$ cat config.mk
export PLATFORM = sky130hd
export DESIGN_NAME = stoch_window_counter_flat
export DESIGN_NICKNAME = d
export VERILOG_FILES = /design/src/rtl/stoch_window_counter_if.sv /design/src/rtl/stoch_window_counter.sv /design/src/flat_wrapper.sv
export SDC_FILE = /design/constraint.sdc
export NUM_CORES = 1
export LEC_CHECK = 0
export ABC_AREA = 1
export CAP_MARGIN = 20
export CORE_ASPECT_RATIO = 0.8
export CORE_UTILIZATION = 40
export CTS_CLUSTER_SIZE = 16
export DETAILED_ROUTE_END_ITERATION = 10
export GPL_ROUTABILITY_DRIVEN = 0
export PLACE_DENSITY_LB_ADDON = 0.15
export SYNTH_ARGS = -nofsm -noshare
export SYNTH_HDL_FRONTEND = slang
export SYNTH_SLANG_ARGS = --single-unit
$ cat constraint.sdc
create_clock -name clk -period 1.4 [get_ports clk]
set_input_delay 0.14 -clock clk [delete_from_list [all_inputs] [get_ports clk]]
set_output_delay 0.14 -clock clk [all_outputs]
set_load 0.1 [all_outputs]
$ cat src/rtl/stoch_window_counter_if.sv
// Handshake bundle between a stochastic-stream producer/consumer and the window counter.
interface stoch_window_counter_if #(
  parameter int unsigned N = 14
);
  logic         start;
  logic         cont;
  logic         en;
  logic         bit_in;
  logic         ack;
  logic         busy;
  logic         done;
  logic         valid;
  logic [N-1:0] value;
  logic         overrun;

  modport master (
    output start, cont, en, bit_in, ack,
    input  busy, done, valid, value, overrun
  );

  modport slave (
    input  start, cont, en, bit_in, ack,
    output busy, done, valid, value, overrun
  );
endinterface

$ cat src/rtl/stoch_window_counter.sv
// Counts 1s of an enable-qualified stochastic bitstream over a fixed window and
// presents the count with a VALID/ACK handshake; single-shot or back-to-back windows.
module stoch_window_counter #(
  parameter int unsigned N      = 14,
  parameter int unsigned WINDOW = 16383
) (
  input logic                    clk,
  input logic                    rst,
  stoch_window_counter_if.slave  bus
);

  localparam logic [0:0]   IDLE = 1'b0;
  localparam logic [0:0]   RUN  = 1'b1;
  localparam logic [N-1:0] LAST = N'(WINDOW - 1);

  logic [0:0]   state_q,   state_d;
  logic [N-1:0] ones_q,    ones_d;
  logic [N-1:0] smp_q,     smp_d;
  logic         busy_q,    busy_d;
  logic         done_q,    done_d;
  logic         valid_q,   valid_d;
  logic [N-1:0] value_q,   value_d;
  logic         overrun_q, overrun_d;

  // State and output registers
  always_ff @(posedge clk or posedge rst) begin
    if (rst) begin
      state_q   <= IDLE;
      ones_q    <= '0;
      smp_q     <= '0;
      busy_q    <= 1'b0;
      done_q    <= 1'b0;
      valid_q   <= 1'b0;
      value_q   <= '0;
      overrun_q <= 1'b0;
    end else begin
      state_q   <= state_d;
      ones_q    <= ones_d;
      smp_q     <= smp_d;
      busy_q    <= busy_d;
      done_q    <= done_d;
      valid_q   <= valid_d;
      value_q   <= value_d;
      overrun_q <= overrun_d;
    end
  end

  // Next-state, counter and handshake logic
  always_comb begin
    state_d   = state_q;
    ones_d    = ones_q;
    smp_d     = smp_q;
    done_d    = 1'b0;
    valid_d   = valid_q;
    value_d   = value_q;
    overrun_d = overrun_q;

    if (valid_q && bus.ack) begin
      valid_d = 1'b0;
    end

    case (state_q)
      IDLE: begin
        if (bus.start) begin
          state_d   = RUN;
          ones_d    = '0;
          smp_d     = '0;
          overrun_d = 1'b0;
        end
      end
      RUN: begin
        // A restart discards any coinciding final sample
        if (bus.start) begin
          ones_d = '0;
          smp_d  = '0;
        end else if (bus.en) begin
          if (smp_q == LAST) begin
            value_d = ones_q + N'(bus.bit_in);
            valid_d = 1'b1;
            done_d  = 1'b1;
            if (valid_q && !bus.ack) begin
              overrun_d = 1'b1;
            end
            ones_d  = '0;
            smp_d   = '0;
            state_d = bus.cont ? RUN : IDLE;
          end else begin
            ones_d = ones_q + N'(bus.bit_in);
            smp_d  = smp_q + N'(1);
          end
        end
      end
      default: begin
        state_d = IDLE;
      end
    endcase

    busy_d = (state_d == RUN);
  end

  assign bus.busy    = busy_q;
  assign bus.done    = done_q;
  assign bus.valid   = valid_q;
  assign bus.value   = value_q;
  assign bus.overrun = overrun_q;

endmodule

$ cat src/flat_wrapper.sv
// flat-port wrapper written by rule: the top's interface ports become plain ports
module stoch_window_counter_flat 
#(
  parameter int unsigned N      = 14,
  parameter int unsigned WINDOW = 16383
)
  (clk, rst, bus_start, bus_cont, bus_en, bus_bit_in, bus_ack, bus_busy, bus_done, bus_valid, bus_value, bus_overrun);
  stoch_window_counter_if #(.N(N)) bus_i ();
  input logic clk;
  input logic rst;
  input wire logic [$bits(bus_i.start)-1:0] bus_start;
  input wire logic [$bits(bus_i.cont)-1:0] bus_cont;
  input wire logic [$bits(bus_i.en)-1:0] bus_en;
  input wire logic [$bits(bus_i.bit_in)-1:0] bus_bit_in;
  input wire logic [$bits(bus_i.ack)-1:0] bus_ack;
  output wire logic [$bits(bus_i.busy)-1:0] bus_busy;
  output wire logic [$bits(bus_i.done)-1:0] bus_done;
  output wire logic [$bits(bus_i.valid)-1:0] bus_valid;
  output wire logic [$bits(bus_i.value)-1:0] bus_value;
  output wire logic [$bits(bus_i.overrun)-1:0] bus_overrun;
  assign bus_i.start = bus_start;
  assign bus_i.cont = bus_cont;
  assign bus_i.en = bus_en;
  assign bus_i.bit_in = bus_bit_in;
  assign bus_i.ack = bus_ack;
  assign bus_busy = bus_i.busy;
  assign bus_done = bus_i.done;
  assign bus_valid = bus_i.valid;
  assign bus_value = bus_i.value;
  assign bus_overrun = bus_i.overrun;
  stoch_window_counter #(.N(N), .WINDOW(WINDOW)) u_core (.clk(clk), .rst(rst), .bus(bus_i));
endmodule
# After elaboration in Yosys (flattened, before gate mapping)
# Cells that the tools add are included.
[classes]
bitwise = 2
mux = 30
shifts = 0
eq_ne = 7
order_cmp = 0
n_reduce_logical = 6
addsub = 2
div_mod_pow = 0
n_mul = 0
[op_table]
columns = ["op", "count"]
rows = [
  ["$mux W14", 7],
  ["$pmux W14 S2", 2],
  ["$mux W1", 19],
  ["$add A14 B1 Y14", 1],
  ["$add A14 B1 Y14 const B", 1],
  ["$eq A14 B14 Y1 const B", 1],
  ["$ne A2 B2 Y1 const B", 5],
  ["$reduce_and A5 Y1", 1],
  ["$pmux W1 S2", 2],
  ["$reduce_and A4 Y1", 1],
  ["$ne A3 B3 Y1 const B", 1],
  ["$logic_and A1 B1 Y1", 2],
  ["$not A1 Y1", 2],
  ["$reduce_and A2 Y1", 1],
  ["$logic_not A1 Y1", 1],
]
[totals]
regBits = 46
inputBits = 7
latch_bits = 0
output_inout_bits = 18
mem_bits_ro = 0
n_memories = 0
word_cells = 54
ram_bits = 0

# Logic depth before layout (Yosys ltp)
# Gate-level depths: netlist of the first run.
[logic_depth]
ltp_word = 7
depth_mapped = 10
mapped_depth_nobuf = 9

# Worst setup path before layout of the first run
# Ideal clock, no wire load.
[synth_path]
path_kind = "register -> register"
start = "register u_core.state_q"
end = "register u_core.ones_q[4]"
stages_incl_launch_ff = 8
t_arrival_ns = 1.771
required_ns = 1.334
setup_slack_ns = -0.436
period_less_slack_ns = 1.836
n_path_buf = 1
setup_time_ns = 0.066
path_cell_list = "dfrtp_1 > inv_1 > nor2_2 > nand2_1 > nor2_4 > buf_6 > nand2_1 > nand2_1"
[synth_via]
elab_chain_cells = 3
word_cells_on_any_way = 5
cone_classes = "2 x eq/ne; 1 x mux; 1 x bitwise; 1 x reduce/logical"
[synth_lines]
columns = ["item", "line_no", "source"]
rows = [
  ["start, declared", "stoch_window_counter.sv:16", "logic [0:0] state_q, state_d;"],
  ["start signal, assigned", "stoch_window_counter.sv:37", "state_q <= state_d;"],
  ["$not A1 Y1", "stoch_window_counter.sv:62", "case (state_q)"],
  ["$ne A2 B2 Y1 (no line)", "-", ""],
  ["$reduce_and A2 Y1 (no line)", "-", ""],
  ["end signal, assigned", "stoch_window_counter.sv:38", "ones_q <= ones_d;"],
  ["end, declared", "stoch_window_counter.sv:17", "logic [N-1:0] ones_q, ones_d;"],
]
# Several ways; a longest one is shown, not always the timed one.
# A chain may end at the register's enable or synchronous reset.

# Final worst setup path of the first run
[layout_path]
start = "register u_core.smp_q[0]"
end = "register u_core.value_q[9], in the netlist u_core.bus.value[9]"
[layout_via]
elab_chain_cells = 2
[layout_lines]
columns = ["item", "line_no", "source"]
rows = [
  ["start, declared", "stoch_window_counter.sv:18", "logic [N-1:0] smp_q, smp_d;"],
  ["start signal, assigned", "stoch_window_counter.sv:39", "smp_q <= smp_d;"],
  ["$eq A14 B14 Y1", "stoch_window_counter.sv:77", "if (smp_q == LAST) begin"],
  ["$reduce_and A4 Y1 (no line)", "-", ""],
  ["end signal, assigned", "stoch_window_counter.sv:43", "value_q <= value_d;"],
  ["end, declared", "stoch_window_counter.sv:22", "logic [N-1:0] value_q, value_d;"],
]
# Every way passes these cells.

==> flow_summary.html, run 1 <==
<table>
<tr><th>Metric</th><th>Value</th></tr>
<tr><th colspan="2">CTS</th></tr>
<tr><td>CTS Root Cell</td><td>clkbuf_8</td></tr>
<tr><td>Number of buffers on the longest clock path</td><td>2</td></tr>
<tr><td>H-tree levels</td><td>2</td></tr>
<tr><td>Number of buffers inserted for hold repair after clock tree synthesis</td><td>0</td></tr>
<tr><td>Clock tree from TritonCTS</td><td>done</td></tr>
<tr><td>Total CTS buffers</td><td>5</td></tr>
<tr><td>Clock latency on the worst-skew pair</td><td>0.31 ns</td></tr>
<tr><td>Clk sinks</td><td>46</td></tr>
<tr><td>Clock-pin slew of the registers on the worst-case setup and hold paths</td><td>0.10 ns</td></tr>
<tr><th colspan="2">Placement</th></tr>
<tr><td>Port bufs</td><td>24</td></tr>
<tr><td>HPWL reported at the end of detailed placement</td><td>3930 um</td></tr>
<tr><th colspan="2">Final layout</th></tr>
<tr><td>Proportion of layout cells with a drive suffix above 1</td><td>23.9%</td></tr>
<tr><td>Most common cell after layout, fill and taps aside</td><td>nand2_1</td></tr>
<tr><td>Diodes inserted</td><td>0</td></tr>
<tr><td>Leading cell types in the layout, fill and taps excluded</td><td>138 x nand2_1, 45 x dfrtp_1, 27 x nor2_1, 21 x buf_12, 19 x buf_4</td></tr>
<tr><td>Net count, final</td><td>370</td></tr>
<tr><td>Area growth, synth to finish</td><td>37.0%</td></tr>
<tr><td>Filler instances</td><td>526</td></tr>
<tr><td>Core Util, Final</td><td>58.5%</td></tr>
<tr><th colspan="2">Drt</th></tr>
<tr><td>First-iteration detailed-routing DRC count</td><td>134</td></tr>
<tr><td>Total iterations of the first detailed-routing run</td><td>4</td></tr>
<tr><td>Detailed Route WL</td><td>5510 um</td></tr>
<tr><td>Via count</td><td>2039</td></tr>
<tr><td>Avg WL per Cell</td><td>12.6 um</td></tr>
<tr><td>Remaining number of nets flagged by the antenna check after routing</td><td>0</td></tr>
<tr><td>Vias per cell</td><td>4.66</td></tr>
<tr><td>Count of unresolved DRC violations after routing</td><td>0</td></tr>
<tr><th colspan="2">Yosys</th></tr>
<tr><td>Cells after Synth</td><td>309</td></tr>
<tr><td>Average instance area after synthesis</td><td>7.75 sq um</td></tr>
<tr><td>Yosys top cell area share</td><td>48.0%</td></tr>
<tr><td>Mapped Nets</td><td>320</td></tr>
<tr><td>Sequential area share after synthesis</td><td>48.0%</td></tr>
<tr><td>Warnings, synthesis</td><td>0</td></tr>
<tr><td>Synthesis-stage register bit count</td><td>46</td></tr>
<tr><td>Cell area after technology mapping</td><td>2400 sq um</td></tr>
<tr><td>Cell type contributing the most total cell area after synthesis</td><td>dfrtp_1</td></tr>
<tr><td>Count of cell types in the netlist</td><td>24</td></tr>
<tr><td>Dominant cells by area after synthesis</td><td>dfrtp_1 48%, nand2_1 22%, nor2_1 4.9%, nand3_1 3.3%, inv_1 3.0%</td></tr>
<tr><th colspan="2">STA</th></tr>
<tr><td>Fin crit period</td><td>1.49 ns</td></tr>
<tr><td>Max-slew headroom at the worst pin</td><td>76.6%</td></tr>
<tr><td>Setup TNS</td><td>-1.02 ns</td></tr>
<tr><td>Slew @ Worst Pin</td><td>0.351 ns</td></tr>
<tr><td>Final hold violation count</td><td>0</td></tr>
<tr><td>Setup skew after layout</td><td>0.00945 ns</td></tr>
<tr><td>Fmax achieved</td><td>0.672 GHz</td></tr>
<tr><td>Setup repair after global routing missed its margin</td><td>true</td></tr>
<tr><td>Max-slew violations</td><td>0</td></tr>
<tr><td>Fin worst setup slack</td><td>-0.0887 ns</td></tr>
<tr><td>Final worst path period share</td><td>106%</td></tr>
<tr><td>Final setup violation count</td><td>26</td></tr>
<tr><th colspan="2">Power and ir drop</th></tr>
<tr><td>PD cells</td><td>730 nW/um^2</td></tr>
<tr><td>Leakage power total</td><td>1.57 nW</td></tr>
<tr><td>Sw frac</td><td>26.1%</td></tr>
<tr><td>Clock share of power</td><td>36.1%</td></tr>
<tr><td>Largest vdd supply drop</td><td>0.401 mV</td></tr>
<tr><td>Share of total power in combinational logic</td><td>7.6%</td></tr>
<tr><td>Net Sw Power</td><td>0.000626 W</td></tr>
<tr><td>Sequential Power Share</td><td>56.3%</td></tr>
<tr><td>Internal</td><td>0.00177 W</td></tr>
<tr><th colspan="2">Die</th></tr>
<tr><td>Std cell rows</td><td>24</td></tr>
<tr><td>Core Box Area</td><td>5620 sq um</td></tr>
<tr><td>Floorplan die area</td><td>6310 sq um</td></tr>
<tr><td>Boundary Pins</td><td>25</td></tr>
<tr><td>Starting Density</td><td>42.7%</td></tr>
<tr><td>Chip Width</td><td>88.5 um</td></tr>
<tr><td>DIE HEIGHT</td><td>71.2 um</td></tr>
<tr><th colspan="2">Critical path</th></tr>
<tr><td>Critical Path End Type</td><td>register</td></tr>
<tr><td>Gate family responsible for the most delay along the worst path</td><td>simple AND/OR/NAND/NOR gates</td></tr>
<tr><td>Critical path data arrival time</td><td>1.74 ns</td></tr>
<tr><td>Worst setup path category</td><td>reg2reg</td></tr>
<tr><td>Data required, critical path</td><td>1.65 ns</td></tr>
<tr><td>Total buffers and inverters traversed by the critical path</td><td>3</td></tr>
<tr><td>Slowest stage delay, CP</td><td>0.39 ns</td></tr>
<tr><td>Cell-by-cell trace of the critical path</td><td>inv_1 -&gt; ha_2 -&gt; nand3_4 -&gt; nor2_4 -&gt; buf_6 -&gt; nand4_4 -&gt; nor2_4 -&gt; buf_12 -&gt; nand2_1 -&gt; nand2_1</td></tr>
<tr><td>Launching element type of the critical path</td><td>register</td></tr>
<tr><td>Highest fanout seen on the critical path</td><td>16</td></tr>
<tr><td>Highest-delay cell along the critical path</td><td>dfrtp_1</td></tr>
<tr><th colspan="2">Job</th></tr>
<tr><td>Max-cap violation count</td><td>0</td></tr>
<tr><th colspan="2">Global routing</th></tr>
<tr><td>Number of global-route vias before repair</td><td>1766</td></tr>
<tr><td>Global router's overall resource usage</td><td>18.9%</td></tr>
<tr><td>Remaining global-route overflow</td><td>0</td></tr>
<tr><td>Number of antenna violations at the first check in global routing</td><td>0</td></tr>
<tr><td>Wire length of the first global-routing pass</td><td>8940 um</td></tr>
<tr><td>Largest net degree at the start of global routing</td><td>37</td></tr>
<tr><th colspan="2">Outcome</th></tr>
<tr><td>Status</td><td>complete, but fails checks</td></tr>
<tr><td>Failing checks</td><td>setup timing</td></tr>
<tr><th colspan="2">Min path</th></tr>
<tr><td>Hold WC Path Type</td><td>in2async</td></tr>
</table>
Yosys cell counts:
cell type	count
inv_1	19
a21oi_1	3
o21ai_1	1
buf_6	3
nand2_1	141
nor2_2	4
nor3_1	2
inv_2	3
xnor2_1	5
clkbuf_1	1
dfrtp_1	46
o21bai_1	1
buf_4	1
nand2_2	4
nand4_2	1
xor2_1	7
o21ai_0	4
nor2_1	31
nand4_1	5
nor2_4	5
nand3_1	16
nand3_4	1
ha_1	4
nand2_4	1
path summary, 6_finish.rpt:
kind / cells after the start / from / slack, ns / end
min in group clk: 3 / bus_cont / 0.43 / u_core.state_q$_DFF_PP0_
hold / removal: 2 / rst / 0.07 / u_core.smp_q[0]$_DFFE_PP0P_
hold reg to reg: 2 / u_core.ones_q[0]$_DFFE_PP0P_ / 0.51 / u_core.ones_q[0]$_DFFE_PP0P_
max in group asynchronous: 3 / rst / 0.83 / u_core.state_q$_DFF_PP0_
setup / recovery: 10 / u_core.smp_q[0]$_DFFE_PP0P_ / -0.09 / u_core.bus.value[9]$_DFFE_PP0P_
setup reg to reg: 10 / u_core.smp_q[0]$_DFFE_PP0P_ / -0.09 / u_core.bus.value[9]$_DFFE_PP0P_
logic make-up (layout without fill, tap and decap cells):
group | Yosys count | after routing | share of synthesized area, %
compound gates | 9 | 9 | 1.98
xor+xnor | 12 | 12 | 4.39
fa+ha+maj | 4 | 4 | 2.09
buf+inv | 27 | 77 | 5.33
flops | 46 | 46 | 48.0
simple gates | 211 | 212 | 38.2
state kept, by name, indices dropped and copies added (netlist names):
signal,cells
u_core.bus.overrun,1
u_core.ones_q,14
u_core.bus.value,14
u_core.state_q,1
u_core.smp_q,14
u_core.bus.valid,1
u_core.bus.done,1
repair_timing:
action / CTS / global route
resized for setup: 13 / 11
gates cloned: 0 / 1
buffers inserted: 0 / 1
pin swaps: 0 / 7
setup endpoints to repair: 43 / 44
area by class of cell:
class	instances	area (sq um)	share of cell area [%]
Timing Repair Buffer	47	634	19.3
Clock inverter	3	25.0	0.762
Tap cell	78	97.6	2.97
Sequential cell	46	1150	35.2
Multi-Input combinational cell	237	1220	37.1
Inverter	22	85.1	2.59
Clock buffer	5	68.8	2.10
per-stage QoR:
stage          hold slack [ns]  setup WS [ns]  cells  total power, W  area, sq um
2_1_floorplan            0.221      -0.000712    309         0.00147         2400
3_5_place_dp             0.416         -0.250    429         0.00156         3100
4_1_cts                 0.0799        -0.0768    436         0.00242         3230
3_3_place_gp             0.426         -0.227    429         0.00155         3100
5_1_grt                 0.0974         -0.196    438         0.00249         3280
6_report                0.0740        -0.0887    438         0.00240         3280
power by group through the flow:
stage,Combinational [W],Clock (W),Sequential (W)
floorplan,0.0000894,0,0.00138
global placement,0.000178,0,0.00138
detailed placement,0.000180,0,0.00138
CTS,0.000180,0.000891,0.00135
global route,0.000201,0.000938,0.00135
finish,0.000182,0.000865,0.00135
layer usage:
layer / wire (um) / global-route usage (%)
met4: 27 / 5.38
met5: 0 / 0
met1: 2950 / 31.3
met2: 2210 / 23.9
met3: 328 / 4.15
No activity file was read; power rests on OpenSTA's default activity.
==> run 2, diff against run 1 <==
- CTS_BUF_LIST: unset -> sky130_fd_sc_hd__clkbuf_16
==> run 2 against run 1 <==
The run still ends with setup timing left. Cell area is 3.0% higher. Critical path type unchanged. Power is 16% higher. Setup slack lost 0.066 ns. Register-to-register slack worse by 0.07 ns. Combinational power up 4%. Largest power group unchanged. Cell count increased by 0.91%. Fmax shrank 4.3%.
==> flow_summary.html, run 2 (synthesis results as in run 1) <==
<table>
<tr><th>Metric</th><th>Value</th></tr>
<tr><th colspan="2">STA</th></tr>
<tr><td>Setup repair after global routing missed its margin</td><td>true</td></tr>
<tr><td>Max-slew violations</td><td>0 (unchanged)</td></tr>
<tr><td>Setup TNS</td><td>-3.88 ns (-2.86 ns)</td></tr>
<tr><td>Fin crit period</td><td>1.55 ns (+0.0663 ns)</td></tr>
<tr><td>Max-slew headroom at the worst pin</td><td>78.7% (+2.1 points)</td></tr>
<tr><td>Slew @ Worst Pin</td><td>0.318 ns (-0.0330 ns)</td></tr>
<tr><td>Fin worst setup slack</td><td>-0.155 ns (-0.0663 ns)</td></tr>
<tr><td>Final hold violation count</td><td>0 (unchanged)</td></tr>
<tr><td>Fmax achieved</td><td>0.643 GHz (-4.3%)</td></tr>
<tr><td>Final worst path period share</td><td>111% (+4.7 points)</td></tr>
<tr><td>Final setup violation count</td><td>42 (+62%)</td></tr>
<tr><td>Setup skew after layout</td><td>0.00618 ns (-0.00327 ns)</td></tr>
<tr><th colspan="2">Drt</th></tr>
<tr><td>Detailed Route WL</td><td>5700 um (+3.4%)</td></tr>
<tr><td>Via count</td><td>2064 (+1.2%)</td></tr>
<tr><td>Total iterations of the first detailed-routing run</td><td>4 (unchanged)</td></tr>
<tr><td>Avg WL per Cell</td><td>12.9 um (+2.4%)</td></tr>
<tr><td>Vias per cell</td><td>4.67 (+0.31%)</td></tr>
<tr><td>First-iteration detailed-routing DRC count</td><td>115 (-14%)</td></tr>
<tr><td>Count of unresolved DRC violations after routing</td><td>0 (unchanged)</td></tr>
<tr><td>Remaining number of nets flagged by the antenna check after routing</td><td>0 (unchanged)</td></tr>
<tr><th colspan="2">Die</th></tr>
<tr><td>Starting Density</td><td>42.7% (unchanged)</td></tr>
<tr><td>Floorplan die area</td><td>6310 sq um (unchanged)</td></tr>
<tr><td>Boundary Pins</td><td>25 (unchanged)</td></tr>
<tr><td>Chip Width</td><td>88.5 um (unchanged)</td></tr>
<tr><td>Core Box Area</td><td>5620 sq um (unchanged)</td></tr>
<tr><td>DIE HEIGHT</td><td>71.2 um (unchanged)</td></tr>
<tr><td>Std cell rows</td><td>24 (unchanged)</td></tr>
<tr><th colspan="2">Global routing</th></tr>
<tr><td>Remaining global-route overflow</td><td>0 (unchanged)</td></tr>
<tr><td>Largest net degree at the start of global routing</td><td>37 (unchanged)</td></tr>
<tr><td>Wire length of the first global-routing pass</td><td>9150 um (+2.3%)</td></tr>
<tr><td>Global router's overall resource usage</td><td>19.7% (+0.84 points)</td></tr>
<tr><td>Number of antenna violations at the first check in global routing</td><td>0 (unchanged)</td></tr>
<tr><td>Number of global-route vias before repair</td><td>1821 (+3.1%)</td></tr>
<tr><th colspan="2">Power and ir drop</th></tr>
<tr><td>Largest vdd supply drop</td><td>0.457 mV (+14%)</td></tr>
<tr><td>Final Total Pwr</td><td>0.00277 W (+16%)</td></tr>
<tr><td>PD cells</td><td>820 nW/um^2 (+12%)</td></tr>
<tr><td>Leakage power total</td><td>1.65 nW (+5.0%)</td></tr>
<tr><th colspan="2">Final layout</th></tr>
<tr><td>Area growth, synth to finish</td><td>41.2%</td></tr>
<tr><td>Non-filler instance count after layout</td><td>442 (+0.91%)</td></tr>
<tr><td>Filler instances</td><td>513 (-2.5%)</td></tr>
<tr><td>Most common cell after layout, fill and taps aside</td><td>nand2_1</td></tr>
<tr><td>Diodes inserted</td><td>0 (unchanged)</td></tr>
<tr><td>Proportion of layout cells with a drive suffix above 1</td><td>26.1% (+2.2 points)</td></tr>
<tr><td>Leading cell types in the layout, fill and taps excluded</td><td>127 x nand2_1, 45 x dfrtp_1, 30 x nor2_1, 21 x buf_12, 18 x buf_4</td></tr>
<tr><td>Net count, final</td><td>374 (+1.1%)</td></tr>
<tr><th colspan="2">CTS</th></tr>
<tr><td>H-tree levels</td><td>2 (unchanged)</td></tr>
<tr><td>Total CTS buffers</td><td>5 (unchanged)</td></tr>
<tr><td>Number of buffers on the longest clock path</td><td>2 (unchanged)</td></tr>
<tr><td>Clock latency on the worst-skew pair</td><td>0.30 ns (about the same)</td></tr>
<tr><td>CTS Root Cell</td><td>clkbuf_16</td></tr>
<tr><td>Clock tree from TritonCTS</td><td>done</td></tr>
<tr><td>Clock-pin slew of the registers on the worst-case setup and hold paths</td><td>0.07 ns (-0.03 ns)</td></tr>
<tr><td>Clk sinks</td><td>46 (unchanged)</td></tr>
<tr><th colspan="2">Critical path</th></tr>
<tr><td>Launching element type of the critical path</td><td>register</td></tr>
<tr><td>Cell-by-cell trace of the critical path</td><td>inv_1 -&gt; ha_2 -&gt; nand3_4 -&gt; nor2_4 -&gt; buf_6 -&gt; inv_2 -&gt; nor2_4 -&gt; nand3_4 -&gt; nand2_1 -&gt; nand2_1</td></tr>
<tr><td>Slack of the worst reg-to-reg path</td><td>-0.15 ns (-0.07 ns)</td></tr>
<tr><td>Slowest stage delay, CP</td><td>0.38 ns (about the same)</td></tr>
<tr><td>FF-to-FF End</td><td>u_core.bus.value[7]$_DFFE_PP0P_</td></tr>
<tr><td>Startpoint of the lowest-slack register-to-register path</td><td>u_core.smp_q[0]$_DFFE_PP0P_</td></tr>
<tr><td>Logic depth of the worst register-to-register path</td><td>10 (unchanged)</td></tr>
<tr><td>Worst setup path category</td><td>reg2reg</td></tr>
<tr><td>Highest-delay cell along the critical path</td><td>dfrtp_1</td></tr>
<tr><td>Critical path data arrival time</td><td>1.74 ns (about the same)</td></tr>
<tr><td>Data required, critical path</td><td>1.58 ns (-0.07 ns)</td></tr>
<tr><td>Highest fanout seen on the critical path</td><td>8 (-8)</td></tr>
<tr><td>Critical Path End Type</td><td>register</td></tr>
<tr><th colspan="2">Outcome</th></tr>
<tr><td>Failing checks</td><td>setup timing</td></tr>
<tr><td>Status</td><td>complete, but fails checks</td></tr>
<tr><th colspan="2">Placement</th></tr>
<tr><td>Inst Count DP</td><td>429 (unchanged)</td></tr>
<tr><td>Place WS</td><td>-0.250 ns (unchanged)</td></tr>
<tr><td>HPWL reported at the end of detailed placement</td><td>3930 um (unchanged)</td></tr>
<tr><td>Port bufs</td><td>24 (unchanged)</td></tr>
<tr><th colspan="2">Min path</th></tr>
<tr><td>Hold WC Path Type</td><td>in2async</td></tr>
<tr><th colspan="2">Job</th></tr>
<tr><td>Max-cap violation count</td><td>0 (unchanged)</td></tr>
</table>
run 2: layout make-up:
cell class | instances | area, sq um | share of cell area, %
clock buffer | 5 | 125 | 3.70
clock inverter | 3 | 25.0 | 0.740
inverter | 22 | 85.1 | 2.51
multi-input combinational | 237 | 1210 | 35.8
sequential | 46 | 1150 | 34.1
tap | 78 | 97.6 | 2.88
timing repair buffer | 51 | 683 | 20.2
run 2: worst max-delay path by stage:
stage	start	end	slack, ns	cells after the start
6_report	u_core.smp_q[0]$_DFFE_PP0P_	u_core.bus.value[7]$_DFFE_PP0P_	-0.15	10
5_1_grt	u_core.smp_q[0]$_DFFE_PP0P_	u_core.bus.value[3]$_DFFE_PP0P_	-0.25	10
3_5_place_dp	bus_bit_in	u_core.bus.value[9]$_DFFE_PP0P_	-0.25	9
4_1_cts	u_core.smp_q[0]$_DFFE_PP0P_	u_core.bus.value[9]$_DFFE_PP0P_	-0.14	11
2_1_floorplan	rst	u_core.state_q$_DFF_PP0_	-0.0007	1
3_3_place_gp	bus_bit_in	u_core.ones_q[9]$_DFFE_PP0P_	-0.23	9
run 2: where the power goes:
group,switching (W),leakage (nW),internal [W]
sequential,0.00000954,0.635,0.00134
clock,0.000562,0.0704,0.000672
combinational,0.000113,0.946,0.0000759
run 2: stage by stage:
step,hold slack (ns),utilization (%),instance area [sq um]
global route,0.126,60.2,3380
floorplan,0.221,-,2400
detailed placement,0.416,55.2,3100
global placement,0.426,55.2,3100
CTS,0.107,59.2,3320
finish,0.0950,60.2,3380
run 2: routing by layer:
metal	GRT usage, %	routed length, um
met1	31.9	2980
met2	24.4	2280
met3	6.45	372
met4	5.38	63
met5	0	0
run 2: timing repair:
action,4_1_cts,5_1_grt
endpoints found under the setup margin,43,44
gates cloned,1,1
pin swaps,1,8
resized for setup,6,27
setup buffers,3,2
hold buffers,0,0
run 2: critical path, delay by kind of cell (launching register included):
kind / cells / cell delay [ns]
AND/OR/NAND/NOR: 6 / 0.69
flip-flops: 1 / 0.38
buffers and inverters: 3 / 0.19
adder cells (fa/ha/maj): 1 / 0.18
==> run 3, diff against run 2 <==
- clock period: 1.4 -> 1.36 ns (I/O delays scaled with it)
==> run 3 against run 2 <==
The run still ends with setup timing left. Sequential cell count did not move. Sequential share of layout area fell by 1.4 points. Utilization increased by 2.5 points. Cell area is 4.1% higher. Highest routed layer unchanged. Register-to-register slack barely moved.
==> flow_summary.html, run 3 (synthesis results as in run 1) <==
<table>
<tr><th>Metric</th><th>Value</th></tr>
<tr><th colspan="2">Critical path</th></tr>
<tr><td>Data required, critical path</td><td>1.59 ns (about the same)</td></tr>
<tr><td>Logic depth of the worst register-to-register path</td><td>10 (unchanged)</td></tr>
<tr><td>Slack of the worst reg-to-reg path</td><td>-0.17 ns (about the same)</td></tr>
<tr><td>Critical path data arrival time</td><td>1.76 ns (+0.02 ns)</td></tr>
<tr><td>Most prevalent standard cell on the critical path</td><td>nor2_4</td></tr>
<tr><td>Slowest stage delay, CP</td><td>0.39 ns (about the same)</td></tr>
<tr><td>Start point of the critical path</td><td>u_core.smp_q[0]$_DFFE_PP0P_</td></tr>
<tr><td>Worst setup path category</td><td>reg2reg</td></tr>
<tr><td>Highest fanout seen on the critical path</td><td>8 (unchanged)</td></tr>
<tr><td>Cell-by-cell trace of the critical path</td><td>inv_1 -&gt; ha_2 -&gt; nand3_4 -&gt; nor2_4 -&gt; buf_6 -&gt; nand4_4 -&gt; nor2_4 -&gt; clkbuf_16 -&gt; nand2_2 -&gt; nand2_1</td></tr>
<tr><td>Critical Path End Type</td><td>register</td></tr>
<tr><td>Startpoint of the lowest-slack register-to-register path</td><td>u_core.smp_q[0]$_DFFE_PP0P_</td></tr>
<tr><td>Highest-delay cell along the critical path</td><td>dfrtp_1</td></tr>
<tr><td>Launching element type of the critical path</td><td>register</td></tr>
<tr><td>FF-to-FF End</td><td>u_core.bus.value[8]$_DFFE_PP0P_</td></tr>
<tr><th colspan="2">Global routing</th></tr>
<tr><td>Wire length of the first global-routing pass</td><td>10000 um (+9.5%)</td></tr>
<tr><td>Global router's overall resource usage</td><td>21.4% (+1.7 points)</td></tr>
<tr><td>Remaining global-route overflow</td><td>0 (unchanged)</td></tr>
<tr><td>Largest net degree at the start of global routing</td><td>28 (-24%)</td></tr>
<tr><td>Number of antenna violations at the first check in global routing</td><td>0 (unchanged)</td></tr>
<tr><td>Number of global-route vias before repair</td><td>2024 (+11%)</td></tr>
<tr><th colspan="2">Final layout</th></tr>
<tr><td>Filler instances</td><td>482 (-6.0%)</td></tr>
<tr><td>Final non-filler cell area</td><td>3520 sq um (+4.1%)</td></tr>
<tr><td>Proportion of layout cells with a drive suffix above 1</td><td>30.1% (+4.0 points)</td></tr>
<tr><td>Area growth, synth to finish</td><td>47.0%</td></tr>
<tr><td>Core Util, Final</td><td>62.7% (+2.5 points)</td></tr>
<tr><td>Diodes inserted</td><td>0 (unchanged)</td></tr>
<tr><td>Leading cell types in the layout, fill and taps excluded</td><td>129 x nand2_1, 45 x dfrtp_1, 27 x nor2_1, 26 x buf_4, 21 x buf_12</td></tr>
<tr><td>Net count, final</td><td>379 (+1.3%)</td></tr>
<tr><td>Most common cell after layout, fill and taps aside</td><td>nand2_1</td></tr>
<tr><th colspan="2">Drt</th></tr>
<tr><td>Detailed Route WL</td><td>6060 um (+6.3%)</td></tr>
<tr><td>Remaining number of nets flagged by the antenna check after routing</td><td>0 (unchanged)</td></tr>
<tr><td>Avg WL per Cell</td><td>13.6 um (+5.1%)</td></tr>
<tr><td>First-iteration detailed-routing DRC count</td><td>150 (+30%)</td></tr>
<tr><td>Count of unresolved DRC violations after routing</td><td>0 (unchanged)</td></tr>
<tr><td>Total iterations of the first detailed-routing run</td><td>4 (unchanged)</td></tr>
<tr><td>Vias per cell</td><td>4.82 (+3.2%)</td></tr>
<tr><td>Via count</td><td>2154 (+4.4%)</td></tr>
<tr><th colspan="2">CTS</th></tr>
<tr><td>CTS Root Cell</td><td>clkbuf_16</td></tr>
<tr><td>Number of buffers inserted for hold repair after clock tree synthesis</td><td>0 (unchanged)</td></tr>
<tr><td>Clock tree from TritonCTS</td><td>done</td></tr>
<tr><td>Clock-pin slew of the registers on the worst-case setup and hold paths</td><td>0.07 ns (about the same)</td></tr>
<tr><td>Clk sinks</td><td>46 (unchanged)</td></tr>
<tr><td>Number of buffers on the longest clock path</td><td>2 (unchanged)</td></tr>
<tr><td>H-tree levels</td><td>2 (unchanged)</td></tr>
<tr><td>Total CTS buffers</td><td>5 (unchanged)</td></tr>
<tr><td>Clock latency on the worst-skew pair</td><td>0.29 ns (about the same)</td></tr>
<tr><th colspan="2">Placement</th></tr>
<tr><td>Port bufs</td><td>24 (unchanged)</td></tr>
<tr><td>Placed cell areas</td><td>3130 sq um (+0.97%)</td></tr>
<tr><td>Place WS</td><td>-0.331 ns (-0.0811 ns)</td></tr>
<tr><td>HPWL reported at the end of detailed placement</td><td>4160 um (+5.8%)</td></tr>
<tr><th colspan="2">STA</th></tr>
<tr><td>Setup repair after global routing missed its margin</td><td>true</td></tr>
<tr><td>Final setup violation count</td><td>39 (-7.1%)</td></tr>
<tr><td>Fmax achieved</td><td>0.656 GHz (+1.9%)</td></tr>
<tr><td>Final hold violation count</td><td>0 (unchanged)</td></tr>
<tr><td>Setup skew after layout</td><td>0.00833 ns (+0.00214 ns)</td></tr>
<tr><td>Max-slew headroom at the worst pin</td><td>82.2% (+3.5 points)</td></tr>
<tr><td>Setup TNS</td><td>-3.57 ns (+0.314 ns)</td></tr>
<tr><td>Max-slew violations</td><td>0 (unchanged)</td></tr>
<tr><td>Fin worst setup slack</td><td>-0.166 ns (-0.0105 ns)</td></tr>
<tr><td>Final worst path period share</td><td>112% (+1.1 points)</td></tr>
<tr><td>Fin crit period</td><td>1.53 ns (-0.0295 ns)</td></tr>
<tr><td>Slew @ Worst Pin</td><td>0.267 ns (-0.0513 ns)</td></tr>
<tr><th colspan="2">Power and ir drop</th></tr>
<tr><td>Sequential Power Share</td><td>49.0% (+0.3 points)</td></tr>
<tr><td>PD cells</td><td>807 nW/um^2 (-1.6%)</td></tr>
<tr><td>Largest vdd supply drop</td><td>0.434 mV (-5.2%)</td></tr>
<tr><td>Share of total power in combinational logic</td><td>7.4% (+0.6 points)</td></tr>
<tr><td>Sw frac</td><td>24.2% (-0.51 points)</td></tr>
<tr><td>Leakage power total</td><td>1.70 nW (+3.0%)</td></tr>
<tr><td>Net Sw Power</td><td>0.000687 W (+0.36%)</td></tr>
<tr><td>Internal</td><td>0.00216 W (+3.2%)</td></tr>
<tr><td>Clock share of power</td><td>43.6% (-0.9 points)</td></tr>
<tr><th colspan="2">Die</th></tr>
<tr><td>Boundary Pins</td><td>25 (unchanged)</td></tr>
<tr><td>Chip Width</td><td>88.5 um (unchanged)</td></tr>
<tr><td>Floorplan die area</td><td>6310 sq um (unchanged)</td></tr>
<tr><td>Std cell rows</td><td>24 (unchanged)</td></tr>
<tr><td>Core Box Area</td><td>5620 sq um (unchanged)</td></tr>
<tr><td>Starting Density</td><td>42.7% (unchanged)</td></tr>
<tr><td>DIE HEIGHT</td><td>71.2 um (unchanged)</td></tr>
<tr><th colspan="2">Outcome</th></tr>
<tr><td>Failing checks</td><td>setup timing</td></tr>
<tr><td>Status</td><td>complete, but fails checks</td></tr>
<tr><th colspan="2">Min path</th></tr>
<tr><td>Hold WC Path Type</td><td>in2async</td></tr>
<tr><th colspan="2">Job</th></tr>
<tr><td>Max-cap violation count</td><td>0 (unchanged)</td></tr>
</table>
==> run 3: metal layers <==
layer	share of wire [%]	track usage [%]	routed length [um]
met1	52	33.5	3140
met2	42	29.5	2560
met3	4.9	3.69	294
met4	1.1	7.53	67
met5	0	0	0
==> run 3: worst max-delay path by stage <==
stage / end / cells past startpoint
after floorplan: u_core.state_q$_DFF_PP0_ / 1
after global placement: u_core.ones_q[7]$_DFFE_PP0P_ / 9
after detailed placement: u_core.bus.value[9]$_DFFE_PP0P_ / 10
after CTS: u_core.bus.value[7]$_DFFE_PP0P_ / 10
after global routing: u_core.bus.value[7]$_DFFE_PP0P_ / 10
final: u_core.bus.value[8]$_DFFE_PP0P_ / 10
==> run 3: power by group through the flow <==
| stage | Clock (W) | Combinational (W) | Sequential, W |
|---|---|---|---|
| 2_1_floorplan | 0 | 0.0000949 | 0.00142 |
| 3_3_place_gp | 0 | 0.000183 | 0.00142 |
| 3_5_place_dp | 0 | 0.000185 | 0.00142 |
| 4_1_cts | 0.00127 | 0.000202 | 0.00139 |
| 5_1_grt | 0.00132 | 0.000234 | 0.00139 |
| 6_report | 0.00124 | 0.000211 | 0.00139 |
==> run 3: critical path: cells and delay by family (launching register included) <==
kind	cells	cell delay, ns
adders and majority gates	1	0.18
buffers and inverters	3	0.36
DFF	1	0.39
and+or+nand+nor	6	0.54
==> run 3: what timing repair did <==
action,CTS,global route
resized for setup,23,22
pin swaps,4,1
setup endpoints to repair,44,46
gates cloned,1,1
buffers inserted,1,2
==> run 3: through the flow <==
stage	instances	hold WS, ns	power (W)
2_1_floorplan	309	0.217	0.00151
3_3_place_gp	434	0.406	0.00160
3_5_place_dp	434	0.412	0.00160
4_1_cts	444	0.103	0.00286
5_1_grt	447	0.148	0.00295
6_report	447	0.0900	0.00284
==> run 3: final cells by class <==
| class | instances | area [sq um] | area share, % |
|---|---|---|---|
| Timing Repair Buffer | 56 | 723 | 20.5 |
| Clock inverter | 3 | 25.0 | 0.710 |
| Sequential cell | 46 | 1150 | 32.8 |
| Clock buffer | 5 | 125 | 3.55 |
| Inverter | 22 | 87.6 | 2.49 |
| Multi-Input combinational cell | 237 | 1310 | 37.2 |
| Tap cell | 78 | 97.6 | 2.77 |
